### src/rtl/wb_stage_arb.sv
// Writeback stage: registers the MEM result, extends loads, builds link values, and shares
// the register-file write port with a small in-order FIFO of multiply/divide results.
module wb_stage_arb #(
  parameter int DW         = 32,
  parameter int AW         = 5,
  parameter int FIFO_DEPTH = 4,
  parameter int PC_OFFSET  = 8
) (
  input  logic                             Clk,
  input  logic                             Rst,
  input  logic                             in_valid,
  output logic                             in_ready,
  input  logic [DW-1:0]                    in_pc,
  input  logic [DW-1:0]                    in_res,
  input  logic [DW-1:0]                    in_mem_rdata,
  input  logic [AW-1:0]                    in_waddr,
  input  logic                             in_reg_write,
  input  logic                             in_mem_to_reg,
  input  logic                             in_link,
  input  logic [1:0]                       in_ld_size,
  input  logic                             in_ld_signed,
  input  logic                             mdu_valid,
  output logic                             mdu_ready,
  input  logic [AW-1:0]                    mdu_waddr,
  input  logic [DW-1:0]                    mdu_wdata,
  output logic                             RegWrite,
  output logic [AW-1:0]                    RegWAddr,
  output logic [DW-1:0]                    RegWData,
  output logic [DW-1:0]                    PC,
  output logic [(2**AW)-1:0]               pend_mask,
  output logic [$clog2(FIFO_DEPTH+1)-1:0]  q_count
);

  localparam int CW = $clog2(FIFO_DEPTH + 1);
  localparam int PW = $clog2(FIFO_DEPTH);

  logic          r_valid;
  logic [DW-1:0] r_pc;
  logic [DW-1:0] r_res;
  logic [DW-1:0] r_rdata;
  logic [AW-1:0] r_waddr;
  logic          r_reg_write;
  logic          r_mem_to_reg;
  logic          r_link;
  logic [1:0]    r_ld_size;
  logic          r_ld_signed;

  logic [AW-1:0]         r_fifo_addr [FIFO_DEPTH];
  logic [DW-1:0]         r_fifo_data [FIFO_DEPTH];
  logic [FIFO_DEPTH-1:0] r_occ;
  logic [PW-1:0]         r_wr_ptr;
  logic [PW-1:0]         r_rd_ptr;
  logic [CW-1:0]         r_count;

  logic          w_not_full;
  logic          w_accept;
  logic          w_push;
  logic          w_pipe_wr;
  logic          w_pop;
  logic [7:0]    w_byte;
  logic [15:0]   w_half;
  logic [DW-1:0] w_load;
  logic [DW-1:0] w_pipe_data;
  logic [(2**AW)-1:0] w_pend;

  // A full queue forces a pipeline bubble so the head is guaranteed a free port cycle.
  assign w_not_full = (r_count != CW'(FIFO_DEPTH));
  assign in_ready   = w_not_full;
  assign mdu_ready  = w_not_full;
  assign w_accept   = in_valid && w_not_full;
  assign w_push     = mdu_valid && w_not_full && (mdu_waddr != '0);
  assign w_pipe_wr  = r_valid && r_reg_write && (r_waddr != '0);
  assign w_pop      = !w_pipe_wr && (r_count != '0);

  always_ff @(posedge Clk) begin
    if (Rst) begin
      r_valid      <= 1'b0;
      r_pc         <= '0;
      r_res        <= '0;
      r_rdata      <= '0;
      r_waddr      <= '0;
      r_reg_write  <= 1'b0;
      r_mem_to_reg <= 1'b0;
      r_link       <= 1'b0;
      r_ld_size    <= '0;
      r_ld_signed  <= 1'b0;
    end else if (w_accept) begin
      r_valid      <= 1'b1;
      r_pc         <= in_pc;
      r_res        <= in_res;
      r_rdata      <= in_mem_rdata;
      r_waddr      <= in_waddr;
      r_reg_write  <= in_reg_write;
      r_mem_to_reg <= in_mem_to_reg;
      r_link       <= in_link;
      r_ld_size    <= in_ld_size;
      r_ld_signed  <= in_ld_signed;
    end else begin
      r_valid <= 1'b0;
    end
  end

  // Little-endian lane select; half-word misalignment is trapped upstream so res[0] is ignored.
  always_comb begin
    w_byte = r_rdata[7:0];
    case (r_res[1:0])
      2'd0: w_byte = r_rdata[7:0];
      2'd1: w_byte = r_rdata[15:8];
      2'd2: w_byte = r_rdata[23:16];
      2'd3: w_byte = r_rdata[31:24];
      default: w_byte = r_rdata[7:0];
    endcase
    w_half = r_res[1] ? r_rdata[31:16] : r_rdata[15:0];
    case (r_ld_size)
      2'd0:    w_load = r_ld_signed ? {{(DW-8){w_byte[7]}}, w_byte} : {{(DW-8){1'b0}}, w_byte};
      2'd1:    w_load = r_ld_signed ? {{(DW-16){w_half[15]}}, w_half} : {{(DW-16){1'b0}}, w_half};
      default: w_load = r_rdata;
    endcase
  end

  always_comb begin
    if (r_link)
      w_pipe_data = r_pc + DW'(PC_OFFSET);
    else if (r_mem_to_reg)
      w_pipe_data = w_load;
    else
      w_pipe_data = r_res;
  end

  always_comb begin
    RegWrite = 1'b0;
    RegWAddr = '0;
    RegWData = '0;
    if (w_pipe_wr) begin
      RegWrite = 1'b1;
      RegWAddr = r_waddr;
      RegWData = w_pipe_data;
    end else if (w_pop) begin
      RegWrite = 1'b1;
      RegWAddr = r_fifo_addr[r_rd_ptr];
      RegWData = r_fifo_data[r_rd_ptr];
    end
  end

  // Push and pop never target the same slot: pushing needs not-full, popping needs not-empty.
  always_ff @(posedge Clk) begin
    if (Rst) begin
      r_wr_ptr <= '0;
      r_rd_ptr <= '0;
      r_count  <= '0;
      r_occ    <= '0;
    end else begin
      if (w_push) begin
        r_occ[r_wr_ptr] <= 1'b1;
        r_wr_ptr        <= r_wr_ptr + PW'(1);
      end
      if (w_pop) begin
        r_occ[r_rd_ptr] <= 1'b0;
        r_rd_ptr        <= r_rd_ptr + PW'(1);
      end
      case ({w_push, w_pop})
        2'b10:   r_count <= r_count + CW'(1);
        2'b01:   r_count <= r_count - CW'(1);
        default: r_count <= r_count;
      endcase
    end
  end

  always_ff @(posedge Clk) begin
    if (w_push) begin
      r_fifo_addr[r_wr_ptr] <= mdu_waddr;
      r_fifo_data[r_wr_ptr] <= mdu_wdata;
    end
  end

  always_comb begin
    w_pend = '0;
    for (int i = 0; i < FIFO_DEPTH; i++) begin
      if (r_occ[i])
        w_pend[r_fifo_addr[i]] = 1'b1;
    end
  end

  assign pend_mask = w_pend;
  assign q_count   = r_count;
  assign PC        = r_pc;

endmodule

### config.mk
export PLATFORM = sky130hd
export DESIGN_NAME = wb_stage_arb
export DESIGN_NICKNAME = d
export VERILOG_FILES = /design/src/rtl/wb_stage_arb.sv
export SDC_FILE = /design/constraint.sdc
export NUM_CORES = 1
export LEC_CHECK = 0
export CAP_MARGIN = 0
export CORE_ASPECT_RATIO = 1.2
export CORE_UTILIZATION = 58
export CTS_BUF_LIST = sky130_fd_sc_hd__clkbuf_4
export CTS_CLUSTER_DIAMETER = 100
export CTS_CLUSTER_SIZE = 14
export DETAILED_ROUTE_END_ITERATION = 7
export GPL_TIMING_DRIVEN = 0
export PLACE_DENSITY_LB_ADDON = 0.15
export REMOVE_ABC_BUFFERS = 1
export SETUP_SLACK_MARGIN = 0.02
export SYNTH_ARGS = -nofsm -noshare
export SYNTH_HDL_FRONTEND = slang
export SYNTH_SLANG_ARGS = --single-unit
### constraint.sdc
create_clock -name Clk -period 4.45 [get_ports Clk]
set_input_delay 0.445 -clock Clk [delete_from_list [all_inputs] [get_ports Clk]]
set_output_delay 0.445 -clock Clk [all_outputs]
set_load 0.01 [all_outputs]
== After elaboration in Yosys (flattened, before gate mapping) ==
Memory sizes are Yosys's and may differ from the RTL's. A register that Yosys moved wholly into a read port is not among the register bits.
Index checks and enable logic that the tools add are counted.
Word-level totals
  register bits: 119
  memory bits (writable): 148
  bits of input ports: 148
  output and inout bits: 107
  logic and storage cells: 105
  memories kept: 2
Memories
  r_fifo_data: words 4, bits a word 32, read ports 1, clocked after Yosys merged registers in 1, write ports 1, line 49  | logic [DW-1:0] r_fifo_data [FIFO_DEPTH];
  r_fifo_addr: words 4, bits a word 5, read ports 5, clocked after Yosys merged registers in 1, write ports 1, line 48  | logic [AW-1:0] r_fifo_addr [FIFO_DEPTH];
Operators by class
  add/sub/neg operators: 5
  order comparisons: 12
  equal/unequal tests: 7
  muxes and demuxes: 40
  bitwise gates (word level): 6
  reduce and logical (&&, ||, !) cells: 19
Operator list (count)
  2-to-1 mux 32 bit: 10
  OR 32 bit: 3
  one-hot mux 32 bit (2 select lines): 1
  adder 32 x 4 -> 32 bit (second input constant): 1
  one-hot mux 8 bit (4 select lines): 1
  < comparator 5 x 6 -> 1 bit (second input constant): 4
  demux 1 bit (select 5 bit): 4
  greater-or-equal comparator 5 x 1 -> 1 bit (second input constant): 4
  2-to-1 mux 16 bit: 1
  logical AND 1 bit: 12
  2-to-1 mux 4 bit: 3
  2-to-1 mux 1 bit: 11
  2-to-1 mux 5 bit: 2
  nonzero test 5 bit: 2
  2-to-1 mux 2 bit: 4
  == test 2 x 1 -> 1 bit (second input constant): 3
  == test 2 bit (second input constant): 3
  < comparator 2 x 3 -> 1 bit (second input constant): 2
  one-hot mux 3 bit (2 select lines): 1
  adder 2 x 1 -> 2 bit (second input constant): 2
  AND 4 bit: 1
  demux 1 bit (select 2 bit): 2
  greater-or-equal comparator 2 x 1 -> 1 bit (second input constant): 2
  logical NOT 2 bit: 2
  other kinds (8): 8

== Depth between registers and ports, before layout ==
Gate-level depths: netlist of run 1.
  depth in word-level cells: 11
  mapped depth: 11
  depth with buffers taken out: 10

== Least setup slack after synthesis of run 1 ==
No wires, ideal clock.
  path type: register -> register
  start point: reg r_waddr[1]
  end point: reg r_count[2] (netlist: q_count[2])
  setup time: 0.070 ns
  data arrival time: 2.600 ns
  data required time: 4.380 ns
  slack: 1.780 ns
  cell stages (with the launch flop): 11
  path buffers: 1
  period minus slack after synthesis: 2.670 ns
  path through: dfxtp_1 > or4_1 > o21a_2 > nor2_4 > buf_2 > ha_1 > inv_1 > fa_1 > xor2_1 > or3_1 > a21oi_1
Between the ends
  cells in the longest elaborated chain, start to end: 6
  elaborated cells between the ends (all ways): 8
  classes of those cells: eq/ne: 2; mux: 1; reduce/logical: 5
Ends and longest elaborated chain
  from (decl): line 41  | logic [AW-1:0] r_waddr;
  from (signal assigned): line 92  | r_waddr <= in_waddr;
  nonzero test 5 bit (*): line 72  | assign w_pipe_wr = r_valid && r_reg_write && (r_waddr != '0);
  logical AND 1 bit (*): line 72
  logical NOT 1 bit (*): line 73  | assign w_pop = !w_pipe_wr && (r_count != '0);
  logical AND 1 bit (*): line 73
  via w_pop: line 59  | logic w_pop;
  == test 2 x 1 -> 1 bit or == test 2 bit (tied branches): line 161  | case ({w_push, w_pop})
  one-hot mux 3 bit (2 select lines) or nonzero test 2 bit (tied branches)
  to (signal assigned): line 162  | 2'b10: r_count <= r_count + CW'(1);
  to (signal assigned): line 163  | 2'b01: r_count <= r_count - CW'(1);
  to (signal assigned): line 164  | default: r_count <= r_count;
  to (decl): line 53  | logic [CW-1:0] r_count;
The timed path passes the listed nets; every way through them passes the cells marked *.
A chain may end at the register's enable or synchronous reset.

== Final worst setup path of run 1 ==
  start point: reg r_ld_size[1]
  end point: out RegWData[16]
Between the ends
  cells in the longest elaborated chain, start to end: 5
  elaborated cells between the ends (all ways): 6
  classes of those cells: eq/ne: 1; mux: 4; reduce/logical: 1
Ends and longest elaborated chain
  from (decl): line 45  | logic [1:0] r_ld_size;
  from (signal assigned): line 96  | r_ld_size <= in_ld_size;
  == test 2 x 1 -> 1 bit or logical NOT 2 bit (tied branches): line 114  | case (r_ld_size)
  one-hot mux 32 bit (2 select lines) (*): line 114
  2-to-1 mux 32 bit (*): line 124  | else if (r_mem_to_reg)
  2-to-1 mux 32 bit (*): line 122  | if (r_link)
  2-to-1 mux 32 bit (*): line 134  | if (w_pipe_wr) begin
  to (decl): line 28  | output logic [DW-1:0] RegWData,
Mark *: on every way between the ends. The rest lies on a longest branch, timed or not.

==> results.cfg, run 1 <==
[clocking]
cts_buffers = 23
cts.reportedPaths.clkPinSlew_ns = 0.15
clock-root-buffer = clkbuf_4
insertion_delay_ns = 0.72
cts.path.max_buffers = 3
h-tree-depth = 1
cts_tree = yes
cts.sink_count = 269
cts_post_setup_buffers_inserted = 0
hold_buffers = 0

[sta]
fin_crit_ns = 4.24
rsz0062_at_grt = false
finalClockSkew_ns = 0.0424
timing.hold.ws_ns = 0.177
max_freq_mhz = 236
finalHoldViolCount = 0
report.final.slew_viol_count = 0
fin_crit_sh_pct = 95.2
worst_slew_pin_slew_ns = 1.44
setup_viol = 0
slew_headroom_pct = 4.07
setup_ws_ns = 0.212

[layout]
nNetsFinal = 1572
n_fill_cell = 1589
layout-drive-gt1-share_pct = 8.26
final_cell_mix = 279 x nand2_1, 253 x clkdlybuf4s50_1, 148 x edfxtp_1, 135 x a21oi_1, 116 x dfxtp_1
syn2layout_area_growth_pct = 23.5
largest_register_ffs = 128
mostFrequentLayoutCell = nand2_1
regMostFlops = r_fifo_data

[min_path]
holdCritPathClass = in2reg
min-delay-start = Rst
hold_depth = 2

[setup_path]
crit_fanout = 37
critPathCaptureType = output port
worstPathArrival_ns = 3.79
regToRegStartpoint = r_waddr[1]$_SDFFE_PP0P_
reg2reg_depth = 9
critPathKind = reg2out
worstPathRequired_ns = 4.01
startpoint_type = flop
crit_path_start = r_ld_size[1]$_SDFFE_PP0P_

[outcome]
status = finished clean

[global_route]
antenna_found_initial = 6
grtUsageTotal_pct = 32.4
grt_pass1_wl_um = 55000
grt_max_degree = 88
grt_pass1_vias = 10000
grt.overflow.total = 0

[die]
core_area_um2 = 21600
initial_core_util_pct = 58.9
die_y_um = 164
die_area_um2 = 22600
io_pins = 255
rows = 59
die-width_um = 137

[flow_run]
cap_violations = 0

[logic_synthesis]
syn_area_um2 = 12700
synthCells = 1220
ys_types = 61
synth_top_area_cell = edfxtp_1
async_reset_ff_share_pct = 0
synth_top_area_share_pct = 34.9
ys.flop_type = edfxtp_1
ys_warn_count = 0
synthTopCellsByArea = edfxtp_1 35%, dfxtp_1 19%, nand2_1 8.2%
syn_area_per_cell_um2 = 10.5
synth-seq-area-share_pct = 53.9
synth_edf_count = 148
synth-seq-cells = 269

[drt]
post_drt_wl_per_cell_um = 21.9
via_per_inst = 6.27
drc = 0
drt_iter0_drc = 963
via_count = 10700
drtPass1Iterations = 6
routed_wl_um = 37300
ant_nets = 0

[power_and_ir_drop]
power_mw = 6.67
power_leakage_nw = 5.17
p_per_area_nw_per_um2 = 424
ir_drop_mv = 0.299

[place]
gp_congestion = 0.929
dp_hpwl_um = 25800
pre_cts_ws_ns = 0.680
portBuffers = 254
-- Yosys cell counts (all sizes together) (7+ instances only) --
| cell type | instances |
|---|---|
| buf | 28 |
| nor3 | 11 |
| ha | 10 |
| nor2 | 48 |
| o211ai | 30 |
| dfxtp | 121 |
| xor2 | 10 |
| a22oi | 20 |
| clkbuf | 67 |
| xnor2 | 20 |
| a221o | 9 |
| and2 | 23 |
| nor3b | 8 |
| nand2 | 280 |
| nand3b | 10 |
| a32o | 7 |
| a211oi | 8 |
| o22ai | 9 |
| nand3 | 15 |
| inv | 21 |
| o221ai | 32 |
| a21oi | 135 |
| mux4 | 38 |
| edfxtp | 148 |
| a22o | 12 |
| o21ai | 19 |
| nand4 | 7 |
-- final timing paths --
check	slack, ns	end
max	0.21	RegWData[16]
min	0.18	r_rd_ptr[0]$_SDFFE_PP0P_
max reg2reg	0.86	q_count[2]$_SDFFE_PP0P_
min reg2reg	0.46	r_res[4]$_SDFFE_PP0P_
-- per-layer routing --
metal	share of wire (%)	vias up	track usage (%)
met5	0.029	-	0
met4	4.1	2	14.7
met3	9.3	104	4.91
met2	49	635	53.7
met1	38	5089	42.0
li1	-	4872	-
-- cell type report --
cell class                 count  area, um2  share of cell area (%)
timing repair buffer         262       2720                    17.3
antenna                        5       12.5                  0.0795
clock buffer                  38        285                    1.81
clock inverter                 2       20.0                   0.127
tap                          274        343                    2.18
multi-input combinational    836       5410                    34.3
sequential                   269       6880                    43.7
inverter                      21       78.8                   0.501
-- where the power goes --
| group | switching [mW] | total (mW) | internal, mW | leakage, nW |
|---|---|---|---|---|
| combinational | 1.08 | 2.21 | 1.13 | 2.63 |
| clock | 0.787 | 1.18 | 0.390 | 0.186 |
| sequential | 0.355 | 3.28 | 2.92 | 2.36 |
| total | 2.23 | 6.67 | 4.44 | 5.17 |
-- through the flow --
step / setup TNS (ns) / instances / area, um2 / util, %
finish: 0 / 1707 / 15700 / 72.8
global route: 0 / 1706 / 15700 / 72.8
CTS: 0 / 1701 / 15700 / 72.7
detailed placement: 0 / 1661 / 15400 / 71.3
global placement: -1.66 / 1653 / 15200 / 70.3
floorplan: 0 / 1125 / 12300 / -
-- critical path, cell delays in order, from the launching register on --
cell and delay, ns:
dfxtp_2 0.76, o21ba_2 0.24, a32oi_1 0.39, nand2_1 0.45, o221ai_1 0.51, o211ai_1 0.17
clkdlybuf4s50_1 0.56
-- cells by family after synthesis --
family          synth area share (%)
compound gates                  15.8
xor+xnor                        2.06
fa+ha+maj                       1.14
buf+inv                         3.91
flops                           53.9
mux                             7.36
simple gates                    15.9
-- timing repair --
action,CTS,global route
pin swaps,0,1
resized for setup,2,1
setup endpoints to repair,9,17
gates cloned,0,1
Power figures use the tool's default switching activity.
==> run 2, diff against run 1 <==
Settings changed: MAX_ROUTING_LAYER set to met4.
==> run 2 against run 1 <==
- die area is the same
- critical path depth decreased by 1
- global-route usage grew 1.2 points
- via count decreased by 0.57%
- highest routed layer is now met4
- sequential cell count is the same
- utilization hardly changed
- hold slack worse by 0.020 ns
==> results.cfg, run 2 (synthesis results as in run 1) <==
[layout]
post-route-util_pct = 72.8
regMostFlops = r_fifo_data
layout-drive-gt1-share_pct = 8.26
largest_register_ffs = 128
final_cell_mix = 279 x nand2_1, 253 x clkdlybuf4s50_1, 148 x edfxtp_1, 135 x a21oi_1, 116 x dfxtp_1
design_area_um2 = 15700
mostFrequentLayoutCell = nand2_1
nNetsFinal = 1572
syn2layout_area_growth_pct = 23.5

[place]
dp_hpwl_um = 26200
dpl_cell_area_um2 = 15400
gp_congestion = 0.953
pre_cts_ws_ns = 0.671
portBuffers = 254

[clocking]
insertion_delay_ns = 0.73
h-tree-depth = 1
cts_buffers = 23
clock-root-buffer = clkbuf_4
cts.sink_count = 269
cts_post_setup_buffers_inserted = 0
cts.path.max_buffers = 3
cts_tree = yes
cts.reportedPaths.clkPinSlew_ns = 0.18

[setup_path]
worstPathRequired_ns = 4.01
crit_family = simple AND/OR/NAND/NOR gates
worstPathArrival_ns = 3.72
startpoint_type = flop
slowest_stage = nor2_2
r2r-end = q_count[2]$_SDFFE_PP0P_
path_depth = 5
critPathCaptureType = output port
cp_cell_sequence = or4_1, o21a_2, nor2_2, a211o_1, clkdlybuf4s50_1
regToRegStartpoint = r_waddr[1]$_SDFFE_PP0P_
crit_fanout = 22
reg2reg_depth = 9
critPathMaxStageDelay_ns = 0.93
critical_path_buf_inv_count = 1
critPathKind = reg2out
r2r_setup_slack_ns = 0.77

[sta]
finalHoldViolCount = 0
rsz0062_at_grt = false
fin_crit_sh_pct = 93.5
max_freq_mhz = 240
worst_slew_pin_slew_ns = 1.44
finalClockSkew_ns = 0.104
setup_ws_ns = 0.290
finalSetupTns_ns = 0
report.final.slew_viol_count = 0
fin_crit_ns = 4.16
slew_headroom_pct = 3.61
setup_viol = 0

[drt]
drc = 0
routed_wl_um = 37700
ant_nets = 0
drtPass1Iterations = 6
via_per_inst = 6.23
drt_iter0_drc = 1087
post_drt_wl_per_cell_um = 22.1
via_count = 10600

[die]
rows = 59
io_pins = 255
die_area_um2 = 22600
die-width_um = 137
core_area_um2 = 21600
initial_core_util_pct = 58.9
die_y_um = 164

[global_route]
antenna_found_initial = 4
grt.overflow.total = 0
grt_pass1_wl_um = 55300
grt_max_degree = 88
grt_pass1_vias = 9905
grtUsageTotal_pct = 33.6

[min_path]
hold_depth = 2
min-delay-start = Rst
holdCritPathClass = in2reg

[outcome]
status = finished clean

[power_and_ir_drop]
power_leakage_nw = 5.16
ir_drop_mv = 0.369
p_per_area_nw_per_um2 = 423

[flow_run]
cap_violations = 0
-- run 2: final cells by class --
class	instances	area, um2
Sequential cell	269	6880
Tap cell	274	343
Multi-Input combinational cell	836	5410
Inverter	21	78.8
Antenna cell	5	12.5
Clock buffer	38	285
Timing Repair Buffer	262	2720
Clock inverter	2	23.8
Fill cell	1608	5890
-- run 2: worst max-delay path by stage --
stage / start / to / slack (ns)
after global routing: r_ld_size[1]$_SDFFE_PP0P_ / RegWData[30] / 0.12
final: r_waddr[1]$_SDFFE_PP0P_ / RegWData[9] / 0.29
after floorplan: flop / RegWData[14] / 1.39
after detailed placement: r_ld_size[1]$_SDFFE_PP0P_ / RegWData[21] / 0.67
after CTS: r_waddr[1]$_SDFFE_PP0P_ / RegWData[7] / 0.09
after global placement: Rst / flop / -0.15
-- run 2: power by group --
part	leakage [nW]	internal [mW]	switching, mW
logic	2.63	1.13	1.09
registers	2.36	2.92	0.359
clock network	0.182	0.391	0.776
-- run 2: what timing repair did --
| action | in CTS | in global routing |
|---|---|---|
| setup endpoints to repair | 12 | 7 |
| pin swaps | 0 | 1 |
| hold buffers | 0 | 0 |
| cloned | 0 | 1 |
| gates resized for setup | 2 | 1 |
-- run 2: metrics by stage --
stage	hold WS, ns	power [mW]	std cells
floorplan	0.426	4.38	1125
global placement	0.439	5.47	1653
detailed placement	0.448	5.51	1661
CTS	0.122	6.64	1701
global route	0.134	6.94	1706
finish	0.157	6.66	1707
-- run 2: routing by layer --
layer / vias up / wire length (um) / track usage [%] / share of wire [%]
met5: - / 0 / - / 0
met1: 5146 / 14700 / 41.9 / 39
li1: 4870 / - / - / -
met4: 0 / 1450 / 13.2 / 3.9
met3: 91 / 2840 / 4.85 / 7.5
met2: 534 / 18700 / 55.3 / 50
